==> src/rtl/riscv_pkg.sv <==
// Shared encodings for the writeback/load controller: result_src values,
// load funct3 codes and the controller FSM state type.
package riscv_pkg;

    localparam logic [1:0] RS_ALU = 2'b00;
    localparam logic [1:0] RS_MEM = 2'b01;
    localparam logic [1:0] RS_PC4 = 2'b10;

    localparam logic [2:0] F3_LB  = 3'b000;
    localparam logic [2:0] F3_LH  = 3'b001;
    localparam logic [2:0] F3_LW  = 3'b010;
    localparam logic [2:0] F3_LBU = 3'b100;
    localparam logic [2:0] F3_LHU = 3'b101;

    typedef enum logic [1:0] {
        IDLE     = 2'd0,
        WAIT_MEM = 2'd1,
        COMMIT   = 2'd2
    } wb_state_t;

endpackage

==> src/rtl/wb_load_ctrl_if.sv <==
// Instruction/cache inputs and register-file write port of wb_load_ctrl.
// master = pipeline side driving the instruction, slave = the controller.
interface wb_load_ctrl_if;
    logic        reg_write;
    logic [4:0]  rd;
    logic [1:0]  result_src;
    logic [31:0] alu_result;
    logic [31:0] pc_plus4;
    logic        mem_read;
    logic        mem_ready;
    logic [31:0] mem_rdata;
    logic [2:0]  load_funct3;
    logic [1:0]  addr_lo;
    logic [4:0]  a3;
    logic [31:0] wd3;
    logic        we3;
    logic        stall;
    logic        wb_timeout;

    modport master (
        output reg_write, rd, result_src, alu_result, pc_plus4, mem_read,
               mem_ready, mem_rdata, load_funct3, addr_lo,
        input  a3, wd3, we3, stall, wb_timeout
    );

    modport slave (
        input  reg_write, rd, result_src, alu_result, pc_plus4, mem_read,
               mem_ready, mem_rdata, load_funct3, addr_lo,
        output a3, wd3, we3, stall, wb_timeout
    );
endinterface

==> src/rtl/load_extend.sv <==
// Load lane select and sign/zero extension of an aligned cache word.
// Byte lane = addr_lo, half lane = addr_lo[1]; unknown funct3 passes the word.
module load_extend
    import riscv_pkg::*;
(
    input  logic [31:0] rdata_i,
    input  logic [2:0]  funct3_i,
    input  logic [1:0]  addr_lo_i,
    output logic [31:0] ext_o
);
    logic [7:0]  byte_w;
    logic [15:0] half_w;

    // pick the lane, then extend according to the load type
    always_comb begin
        byte_w = rdata_i[{addr_lo_i, 3'b000} +: 8];
        half_w = addr_lo_i[1] ? rdata_i[31:16] : rdata_i[15:0];
        case (funct3_i)
            F3_LB:   ext_o = {{24{byte_w[7]}}, byte_w};
            F3_LH:   ext_o = {{16{half_w[15]}}, half_w};
            F3_LBU:  ext_o = {24'd0, byte_w};
            F3_LHU:  ext_o = {16'd0, half_w};
            F3_LW:   ext_o = rdata_i;
            default: ext_o = rdata_i;
        endcase
    end
endmodule

==> src/rtl/wb_load_ctrl.sv <==
// Writeback / load-miss controller. Hits write back combinationally; a load
// miss stalls, waits for the cache, registers the extended word and commits
// it one cycle later. Optional WAIT_MEM timeout under macro WB_TIMEOUT_EN.
module wb_load_ctrl
    import riscv_pkg::*;
#(
    parameter int TIMEOUT_CYCLES = 255
) (
    input  logic          clk,
    input  logic          rst,
    wb_load_ctrl_if.slave bus
);
    wb_state_t   state_q, state_d, out_state;
    logic [4:0]  rd_q, rd_d;
    logic [2:0]  f3_q, f3_d;
    logic [1:0]  alo_q, alo_d;
    logic        rw_q, rw_d;
    logic [31:0] data_q, data_d;

    logic [4:0]  a3_w;
    logic [31:0] wd3_w, ext_w;
    logic        we3_w, stall_w;
    logic [2:0]  ext_f3;
    logic [1:0]  ext_alo;

`ifdef WB_TIMEOUT_EN
    localparam int CNT_W = ($clog2(TIMEOUT_CYCLES + 1) > 8) ? $clog2(TIMEOUT_CYCLES + 1) : 8;
    localparam logic [CNT_W-1:0] TMO_LAST = CNT_W'(TIMEOUT_CYCLES - 1);
    logic [CNT_W-1:0] cnt_q, cnt_d;
    logic             tmo_q, tmo_d;
    assign bus.wb_timeout = tmo_q;
`else
    logic [31:0] unused_timeout_cfg;
    assign unused_timeout_cfg = 32'(TIMEOUT_CYCLES);
    assign bus.wb_timeout = 1'b0;
`endif

    // while reset is held the outputs behave as in IDLE
    assign out_state = rst ? IDLE : state_q;

    // a waiting miss extends with its captured type; otherwise the live one
    assign ext_f3  = (out_state == WAIT_MEM) ? f3_q  : bus.load_funct3;
    assign ext_alo = (out_state == WAIT_MEM) ? alo_q : bus.addr_lo;

    load_extend u_ext (
        .rdata_i  (bus.mem_rdata),
        .funct3_i (ext_f3),
        .addr_lo_i(ext_alo),
        .ext_o    (ext_w)
    );

    // next state, capture and write-port drive
    always_comb begin
        state_d = state_q;
        rd_d    = rd_q;
        f3_d    = f3_q;
        alo_d   = alo_q;
        rw_d    = rw_q;
        data_d  = data_q;
        a3_w    = bus.rd;
        wd3_w   = '0;
        we3_w   = 1'b0;
        stall_w = 1'b0;
`ifdef WB_TIMEOUT_EN
        cnt_d   = '0;
        tmo_d   = tmo_q;
`endif
        case (out_state)
            WAIT_MEM: begin
                a3_w    = rd_q;
                stall_w = 1'b1;
                if (bus.mem_ready) begin
                    data_d  = ext_w;
                    state_d = COMMIT;
                end
`ifdef WB_TIMEOUT_EN
                else if (cnt_q == TMO_LAST) begin
                    tmo_d   = 1'b1;
                    state_d = IDLE;
                end else begin
                    cnt_d = cnt_q + 1'b1;
                end
`endif
            end
            COMMIT: begin
                a3_w    = rd_q;
                wd3_w   = data_q;
                we3_w   = rw_q && (rd_q != 5'd0);
                state_d = IDLE;
            end
            default: begin
                case (bus.result_src)
                    RS_MEM:  wd3_w = ext_w;
                    RS_PC4:  wd3_w = bus.pc_plus4;
                    default: wd3_w = bus.alu_result;
                endcase
                we3_w = bus.reg_write && (bus.rd != 5'd0);
                if (bus.mem_read && !bus.mem_ready) begin
                    stall_w = 1'b1;
                    we3_w   = 1'b0;
                    rd_d    = bus.rd;
                    f3_d    = bus.load_funct3;
                    alo_d   = bus.addr_lo;
                    rw_d    = bus.reg_write;
                    state_d = WAIT_MEM;
                end
            end
        endcase
    end

    // state and capture registers, synchronous reset drops any pending load
    always_ff @(posedge clk) begin
        if (rst) begin
            state_q <= IDLE;
            rd_q    <= '0;
            f3_q    <= '0;
            alo_q   <= '0;
            rw_q    <= 1'b0;
            data_q  <= '0;
`ifdef WB_TIMEOUT_EN
            cnt_q   <= '0;
            tmo_q   <= 1'b0;
`endif
        end else begin
            state_q <= state_d;
            rd_q    <= rd_d;
            f3_q    <= f3_d;
            alo_q   <= alo_d;
            rw_q    <= rw_d;
            data_q  <= data_d;
`ifdef WB_TIMEOUT_EN
            cnt_q   <= cnt_d;
            tmo_q   <= tmo_d;
`endif
        end
    end

    assign bus.a3    = a3_w;
    assign bus.wd3   = wd3_w;
    assign bus.we3   = we3_w;
    assign bus.stall = stall_w;
endmodule

==> src/flat_wrapper.sv <==
// flat-port wrapper written by rule: the top's interface ports become plain ports
module wb_load_ctrl_flat import riscv_pkg::*;
#(
    parameter int TIMEOUT_CYCLES = 255
)
  (clk, rst, bus_reg_write, bus_rd, bus_result_src, bus_alu_result, bus_pc_plus4, bus_mem_read, bus_mem_ready, bus_mem_rdata, bus_load_funct3, bus_addr_lo, bus_a3, bus_wd3, bus_we3, bus_stall, bus_wb_timeout);
  wb_load_ctrl_if bus_i ();
  input  logic clk;
  input  logic rst;
  input wire logic [$bits(bus_i.reg_write)-1:0] bus_reg_write;
  input wire logic [$bits(bus_i.rd)-1:0] bus_rd;
  input wire logic [$bits(bus_i.result_src)-1:0] bus_result_src;
  input wire logic [$bits(bus_i.alu_result)-1:0] bus_alu_result;
  input wire logic [$bits(bus_i.pc_plus4)-1:0] bus_pc_plus4;
  input wire logic [$bits(bus_i.mem_read)-1:0] bus_mem_read;
  input wire logic [$bits(bus_i.mem_ready)-1:0] bus_mem_ready;
  input wire logic [$bits(bus_i.mem_rdata)-1:0] bus_mem_rdata;
  input wire logic [$bits(bus_i.load_funct3)-1:0] bus_load_funct3;
  input wire logic [$bits(bus_i.addr_lo)-1:0] bus_addr_lo;
  output wire logic [$bits(bus_i.a3)-1:0] bus_a3;
  output wire logic [$bits(bus_i.wd3)-1:0] bus_wd3;
  output wire logic [$bits(bus_i.we3)-1:0] bus_we3;
  output wire logic [$bits(bus_i.stall)-1:0] bus_stall;
  output wire logic [$bits(bus_i.wb_timeout)-1:0] bus_wb_timeout;
  assign bus_i.reg_write = bus_reg_write;
  assign bus_i.rd = bus_rd;
  assign bus_i.result_src = bus_result_src;
  assign bus_i.alu_result = bus_alu_result;
  assign bus_i.pc_plus4 = bus_pc_plus4;
  assign bus_i.mem_read = bus_mem_read;
  assign bus_i.mem_ready = bus_mem_ready;
  assign bus_i.mem_rdata = bus_mem_rdata;
  assign bus_i.load_funct3 = bus_load_funct3;
  assign bus_i.addr_lo = bus_addr_lo;
  assign bus_a3 = bus_i.a3;
  assign bus_wd3 = bus_i.wd3;
  assign bus_we3 = bus_i.we3;
  assign bus_stall = bus_i.stall;
  assign bus_wb_timeout = bus_i.wb_timeout;
  wb_load_ctrl #(.TIMEOUT_CYCLES(TIMEOUT_CYCLES)) u_core (.clk(clk), .rst(rst), .bus(bus_i));
endmodule
==> config.mk <==
export PLATFORM = sky130hd
export DESIGN_NAME = wb_load_ctrl_flat
export DESIGN_NICKNAME = d
export VERILOG_FILES = /design/src/rtl/riscv_pkg.sv /design/src/rtl/wb_load_ctrl_if.sv /design/src/rtl/load_extend.sv /design/src/rtl/wb_load_ctrl.sv /design/src/flat_wrapper.sv
export SDC_FILE = /design/constraint.sdc
export NUM_CORES = 1
export LEC_CHECK = 0
export ABC_AREA = 1
export CORE_ASPECT_RATIO = 1.2
export CORE_UTILIZATION = 35
export CTS_CLUSTER_SIZE = 40
export DETAILED_ROUTE_END_ITERATION = 6
export PLACE_DENSITY = 0.69
export SLEW_MARGIN = 10
export SYNTH_ARGS = -nofsm -noshare
export SYNTH_HDL_FRONTEND = slang
export SYNTH_SLANG_ARGS = --single-unit
==> constraint.sdc <==
create_clock -name clk -period 14.63 [get_ports clk]
set_input_delay 4.389 -clock clk [delete_from_list [all_inputs] [get_ports clk]]
set_output_delay 4.389 -clock clk [all_outputs]
set_load 0.01 [all_outputs]
==> metrics, run 1 <==
headroom to the max-slew limit 22.2%; Total Wirelength 13.9 mm; fmax 76.8 MHz; Num Clock Sinks 45; critical path class input port to output pin; Worst VDD drop between 40 and 50 uV; worst-path fanout max 30; outcome finished clean; Placement Rows 43; via count of the first global-routing pass ~4,600; depth of the worst hold-timing path 2; worst slack after detailed placement ~1.7 ns; sequential area share after synthesis 21.6%; Die H between 100 and 150 um; Hold Buf Count CTS 0; WP data arrival 8.63 ns; synth top area cells sky130_fd_sc_hd__nand2_1 (25%), sky130_fd_sc_hd__dfxtp_1 (22%), sky130_fd_sc_hd__nor2_1 (11%); total of max-cap violations 0; global-route wire length before repair 22.6 mm; Multi-input gate area roughly 2700 um^2; number of gates resized after CTS 0; post-CTS setup-driven buffer insertion count 0; Post-Route Skew 0.00668 ns; Critical R2R Launch u_core.state_q[1]; largest net degree at the start of global routing 34; fraction of post-synthesis cell area in the top cell type by area 24.9%; final-report max-slew violation count 0; maximum root-to-sink buffer count 2; cell type contributing the most total cell area after synthesis sky130_fd_sc_hd__nand2_1; kind of start point of the critical path input port; WL/cell 13.3 um; Ant. Diodes 0; pin slew with the least headroom to its limit between 1 and 1.5 ns; starting utilization of the core area 36.0%; setup repair after global routing missed its margin false; worst skew pair latency 0.29 ns; CTS HTree Levels 2; endpoint of the worst hold path u_core.rd_q[1]; wire length on met3 between 800 and 900 um; aggregate global-route resource usage 23.2%; buffers added on ports between 150 and 200; Layout area overhead 40.5%; sequential cell area 901 um^2; detailed placer's ending HPWL 10.3 mm; critical path required time slightly above 10 ns; critical path endpoint category output pin; share of synthesized registers carrying an async set or reset 0%; detailed-route DRC error count 0; global placement routability congestion approximately 0.90; layout cells sized above 1 6.35%; Ports 153; final net count 998; met2 routed WL 6.71 mm; number of warnings reported in the yosys synthesis log 0; launch instance of the worst min-delay path u_core.rd_q[1]; Leakage Power 0.00298 uW; placeable core region between 10,000 and 15,000 um^2; Root Driver sky130_fd_sc_hd__clkbuf_16; final clock period utilization by the worst path 89.0%; commonest cells after routing, fill and taps aside sky130_fd_sc_hd__nand2_1 (277), sky130_fd_sc_hd__clkdlybuf4s50_1 (151), sky130_fd_sc_hd__nor2_1 (119); setup TNS 0 ns; Worst Reg2Reg Path Length in Cells 8; number of distinct library cells after synthesis 32; total overflow reported by the global router 0; antenna violations before repair 0; launch point of the worst path rst; Inserted Clock Buffers 5; floorplan die area 12,400 um^2; Synthesized Nets a little under 900; Syn Inst Count 763; routed vias/inst between 4 and 5; WL met1 6.08 mm; crit path setup slack, layout 1.61 ns; synthesized flop and latch total 45; remaining antenna violation count after routing 0; number of iterations in the first detailed-routing pass 5; highest metal layer used by the detailed router met4; most common library cell in the layout ignoring fill and taps sky130_fd_sc_hd__nand2_1; count of final hold-check violations 0; Fillers 1,226; class of the worst hold path register to register; mapped cell area about 4200 um^2; Setup-failing EPs final 0; minimum setup slack among reg-to-reg paths between 10 and 15 ns; Worst R2R End u_core.state_q[0]; most frequently used flop master after synthesis sky130_fd_sc_hd__dfxtp_1; drt initial violations 394; clock tree from TritonCTS built; number of vias after detailed routing roughly 4,900; width of the die 102 um; number of enable-type register cells in the synthesized netlist 0; shortest period the worst path allows 13.02 ns; clock-pin slew reported for the worst setup and hold paths after clock tree synthesis 0.06 ns; Power per Cell Area approximately 78 nW/um^2; Avg Inst Size Synth 5.46 um^2
per-layer routing:
metal / up-vias / track usage (%)
li1: 2593 / -
met1: 2114 / 30.0
met2: 179 / 40.1
met3: 13 / 3.21
met4: 0 / 5.62
met5: - / 0
power breakdown:
group          switching (uW)  total (uW)  internal (uW)
sequential               3.02         132            129
combinational             102         191           89.5
clock                    47.5         133           85.3
critical path, cell delays in order:
cell	delay (ns)
sky130_fd_sc_hd__clkdlybuf4s50_1	0.39
sky130_fd_sc_hd__buf_4	0.24
sky130_fd_sc_hd__inv_1	0.43
sky130_fd_sc_hd__nand2_1	0.15
sky130_fd_sc_hd__inv_1	0.08
sky130_fd_sc_hd__ha_1	0.47
sky130_fd_sc_hd__inv_2	0.19
sky130_fd_sc_hd__nand2_1	0.10
sky130_fd_sc_hd__nand2_1	0.57
sky130_fd_sc_hd__nor2_1	0.47
sky130_fd_sc_hd__nand2_1	0.12
sky130_fd_sc_hd__nand3_1	0.11
sky130_fd_sc_hd__nand3_1	0.09
sky130_fd_sc_hd__nand2_1	0.08
sky130_fd_sc_hd__o211ai_1	0.08
sky130_fd_sc_hd__nand2_1	0.10
sky130_fd_sc_hd__clkdlybuf4s50_1	0.55
synth_stat cells, types with 2 or more instances:
| master | number |
|---|---|
| sky130_fd_sc_hd__a21oi_1 | 55 |
| sky130_fd_sc_hd__buf_2 | 9 |
| sky130_fd_sc_hd__buf_4 | 3 |
| sky130_fd_sc_hd__buf_6 | 4 |
| sky130_fd_sc_hd__clkbuf_1 | 29 |
| sky130_fd_sc_hd__dfxtp_1 | 45 |
| sky130_fd_sc_hd__ha_1 | 4 |
| sky130_fd_sc_hd__inv_1 | 78 |
| sky130_fd_sc_hd__nand2_1 | 277 |
| sky130_fd_sc_hd__nand2_2 | 7 |
| sky130_fd_sc_hd__nand2_4 | 8 |
| sky130_fd_sc_hd__nand3_1 | 33 |
| sky130_fd_sc_hd__nand3_2 | 21 |
| sky130_fd_sc_hd__nand3_4 | 2 |
| sky130_fd_sc_hd__nor2_1 | 120 |
| sky130_fd_sc_hd__o21ai_0 | 47 |
| sky130_fd_sc_hd__o21ai_1 | 6 |
sequential cells by signal (all words and copies together) (netlist names):
| signal | count |
|---|---|
| u_core.data_q | 32 |
| u_core.rd_q | 5 |
| u_core.f3_q | 3 |
| u_core.alo_q | 2 |
| u_core.state_q | 2 |
| u_core.rw_q | 1 |
layout make-up:
cell class                      count  share of cell area, %
Tap cell                          157                   3.35
Clock inverter                      1                  0.513
Multi-Input combinational cell    592                   46.6
Timing Repair Buffer              157                   26.6
Clock buffer                        7                   2.44
Sequential cell                    45                   15.4
Inverter                           80                   5.13
per-stage QoR:
stage               std cells  instance area [um^2]  util (%)  power (uW)  hold WS (ns)
finish                   1039                  5860      50.6         456         0.469
global route             1039                  5860      50.6         486         0.492
CTS                      1039                  5860      50.6         459         0.473
detailed placement       1031                  5680      49.1         325         0.465
global placement         1031                  5680      49.1         325         0.453
floorplan                 763                  4170         -         243         0.436
cell families (layout without fill, tap and decap cells):
logic type	after synthesis	after routing	synth area share, %
AOI/OAI and AO/OA	113	113	14.0
adders and majority gates	4	4	1.20
buffers and inverters	126	245	13.0
DFF	45	45	21.6
other	1	1	0.0899
and+or+nand+nor	474	474	50.2
how the worst max path moves through the flow:
stage	slack, ns	end
after floorplan	3.89	bus_wd3[17]
after global placement	1.78	bus_wd3[5]
after detailed placement	1.66	bus_wd3[5]
after CTS	1.65	bus_wd3[5]
after global routing	1.17	bus_wd3[5]
final	1.61	bus_wd3[5]
(Power assumes the default switching activity.)
==> run 2, diff against run 1 <==
--- a/config.mk
+++ b/config.mk
@@ -10,6 +10,7 @@
 export CORE_UTILIZATION = 35
 export CTS_CLUSTER_SIZE = 40
 export DETAILED_ROUTE_END_ITERATION = 6
+export GPL_ROUTABILITY_DRIVEN = 0
 export PLACE_DENSITY = 0.69
 export SLEW_MARGIN = 10
 export SYNTH_ARGS = -nofsm -noshare
==> metrics, run 2 (synthesis gave the netlist of run 1 again) <==
kind of start point of the critical path input port; Layout area overhead 39.4%; width of the die 102 um (unchanged); Placement Rows 43 (unchanged); final hold slack 0.461 ns (-0.00832 ns); number of gates resized after CTS 0 (unchanged); Hold Buf Count CTS 0 (unchanged); Setup-failing EPs final 0 (unchanged); final clock period utilization by the worst path 88.5% (-0.45 points); total of max-cap violations 0 (unchanged); remaining antenna violation count after routing 0 (unchanged); WL/cell 13.3 um (about the same); number of iterations in the first detailed-routing pass 6 (+1); post-CTS setup-driven buffer insertion count 0 (unchanged); Power per Cell Area 73.9 nW/um^2 (-5.2%); starting utilization of the core area 36.0% (unchanged); Ant. Diodes 0 (unchanged); commonest cells after routing, fill and taps aside sky130_fd_sc_hd__nand2_1 (277), sky130_fd_sc_hd__clkdlybuf4s50_1 (151), sky130_fd_sc_hd__nor2_1 (119); critical path cell sequence clkdlybuf4s50_1, buf_4, inv_1, nand2_1, inv_1, ha_1, inv_2, nand2_1, nand2_1, nor2_1, nand2_1, nand2_1, inv_1, nand2_1, nand2_1, nand2_1, nand2_1, nand2_1, nand2_1, clkdlybuf4s50_1; antenna violations before repair 0 (unchanged); final-report max-slew violation count 0 (unchanged); Total Wirelength 13.8 mm (-0.19%); drt initial violations 407 (+3.3%); flip-flop count of the largest register, all copies and words added 32 (unchanged); detailed-route DRC error count 0 (unchanged); largest registers u_core.data_q (32), u_core.rd_q (5), u_core.f3_q (3); CTS HTree Levels 2 (unchanged); fmax 77.2 MHz (+0.50%); headroom to the max-slew limit 27.8% (+5.6 points); shortest period the worst path allows 12.95 ns (-0.0653 ns); launch instance of the worst min-delay path u_core.rw_q; clock-pin slew reported for the worst setup and hold paths after clock tree synthesis 0.06 ns (about the same); critical path required time 10.24 ns (about the same); critical path endpoint category output pin; global-route wire length before repair 22.7 mm (+0.61%); Root Driver sky130_fd_sc_hd__clkbuf_16; maximum root-to-sink buffer count 2 (unchanged); minimum setup slack among reg-to-reg paths 11.24 ns (about the same); Worst VDD drop 48.6 uV (+4.3%); most frequent cell on the critical path sky130_fd_sc_hd__nand2_1; clock tree from TritonCTS built; setup TNS 0 ns (unchanged); most flop-heavy register u_core.data_q; maximum cell stage delay along the critical path 0.56 ns (about the same); critical path class input port to output pin; worst skew pair latency 0.28 ns (about the same); layout cells sized above 1 6.25% (-0.099 points); largest net degree at the start of global routing 34 (unchanged); Die H 122 um (unchanged); count of final hold-check violations 0 (unchanged); via count of the first global-routing pass 4,701 (+1.4%); worst-path fanout max 30 (unchanged); routed vias/inst 4.72 (+0.17%); placeable core region 11,600 um^2 (unchanged); detailed placer's ending HPWL 10.3 mm (+0.75%); Num Clock Sinks 45 (unchanged); launch point of the worst path rst; class of the worst hold path register to register; Post-Route Skew 0.00456 ns (-0.00212 ns); number of vias after detailed routing 4,898 (-0.020%); WP data arrival 8.56 ns (-0.07 ns); Leakage Power 0.00296 uW (-0.62%); pin slew with the least headroom to its limit 1.08 ns (-0.0840 ns); final net count 998 (unchanged); Inserted Clock Buffers 5 (unchanged); floorplan die area 12,400 um^2 (unchanged); most common library cell in the layout ignoring fill and taps sky130_fd_sc_hd__nand2_1; setup repair after global routing missed its margin false; outcome finished clean; Ports 153 (unchanged); cell type of the slowest stage on the worst timing path sky130_fd_sc_hd__nand2_1; Critical R2R Launch u_core.state_q[1]; aggregate global-route resource usage 23.2% (+0.052 points); buffers added on ports 151 (unchanged); total overflow reported by the global router 0 (unchanged)
-- run 2: cell count changes in the layout (fill, tap and decap cells not counted), sizes merged --
cell / previous run / this run
bufinv: 1 / 0
clkbuf: 7 / 5
clkinv: 1 / 2
-- run 2: cell type report --
type / instances / area (um^2)
clock inverters: 1 / 5.00
fillers: 1243 / 5750
well taps: 157 / 196
flip-flops and latches: 45 / 901
multi-input cells: 592 / 2730
repair buffers: 157 / 1560
inverters: 80 / 300
clock buffers: 5 / 125
-- run 2: path summary, 6_finish.rpt --
check                                    endpoint  cells after the start
worst max-delay path                   bus_wd3[4]                     20
worst min-delay path                  u_core.rw_q                      2
worst max register to register  u_core.state_q[0]                      8
worst min register to register        u_core.rw_q                      2
-- run 2: worst max-delay path: cells and delay by family --
family,cells,cell delay [ns]
fa+ha+maj,1,0.47
buf+inv,7,1.87
simple gates,12,1.79
-- run 2: metal layers --
| layer | track usage, % | wire length (um) |
|---|---|---|
| met3 | 3.44 | 769 |
| met1 | 29.0 | 5990 |
| met2 | 41.7 | 6950 |
| met5 | 0 | 0 |
| met4 | 4.89 | 138 |
-- run 2: through the flow --
step           std cells  area, um^2  worst slack [ns]  util, %  power [uW]
2_1_floorplan        763        4170              3.89        -         243
3_3_place_gp        1031        5680              1.79     49.1         325
3_5_place_dp        1031        5680              1.73     49.1         325
4_1_cts             1037        5810              1.71     50.3         431
5_1_grt             1037        5810              1.22     50.3         459
6_report            1037        5810              1.68     50.3         429
-- run 2: report_power, final --
part | total (uW) | internal [uW] | leakage [uW] | switching (uW)
registers | 132 | 129 | 0.000367 | 2.94
clock network | 106 | 61.1 | 0.0000655 | 45.4
logic | 191 | 89.4 | 0.00253 | 102
total | 429 | 279 | 0.00296 | 150
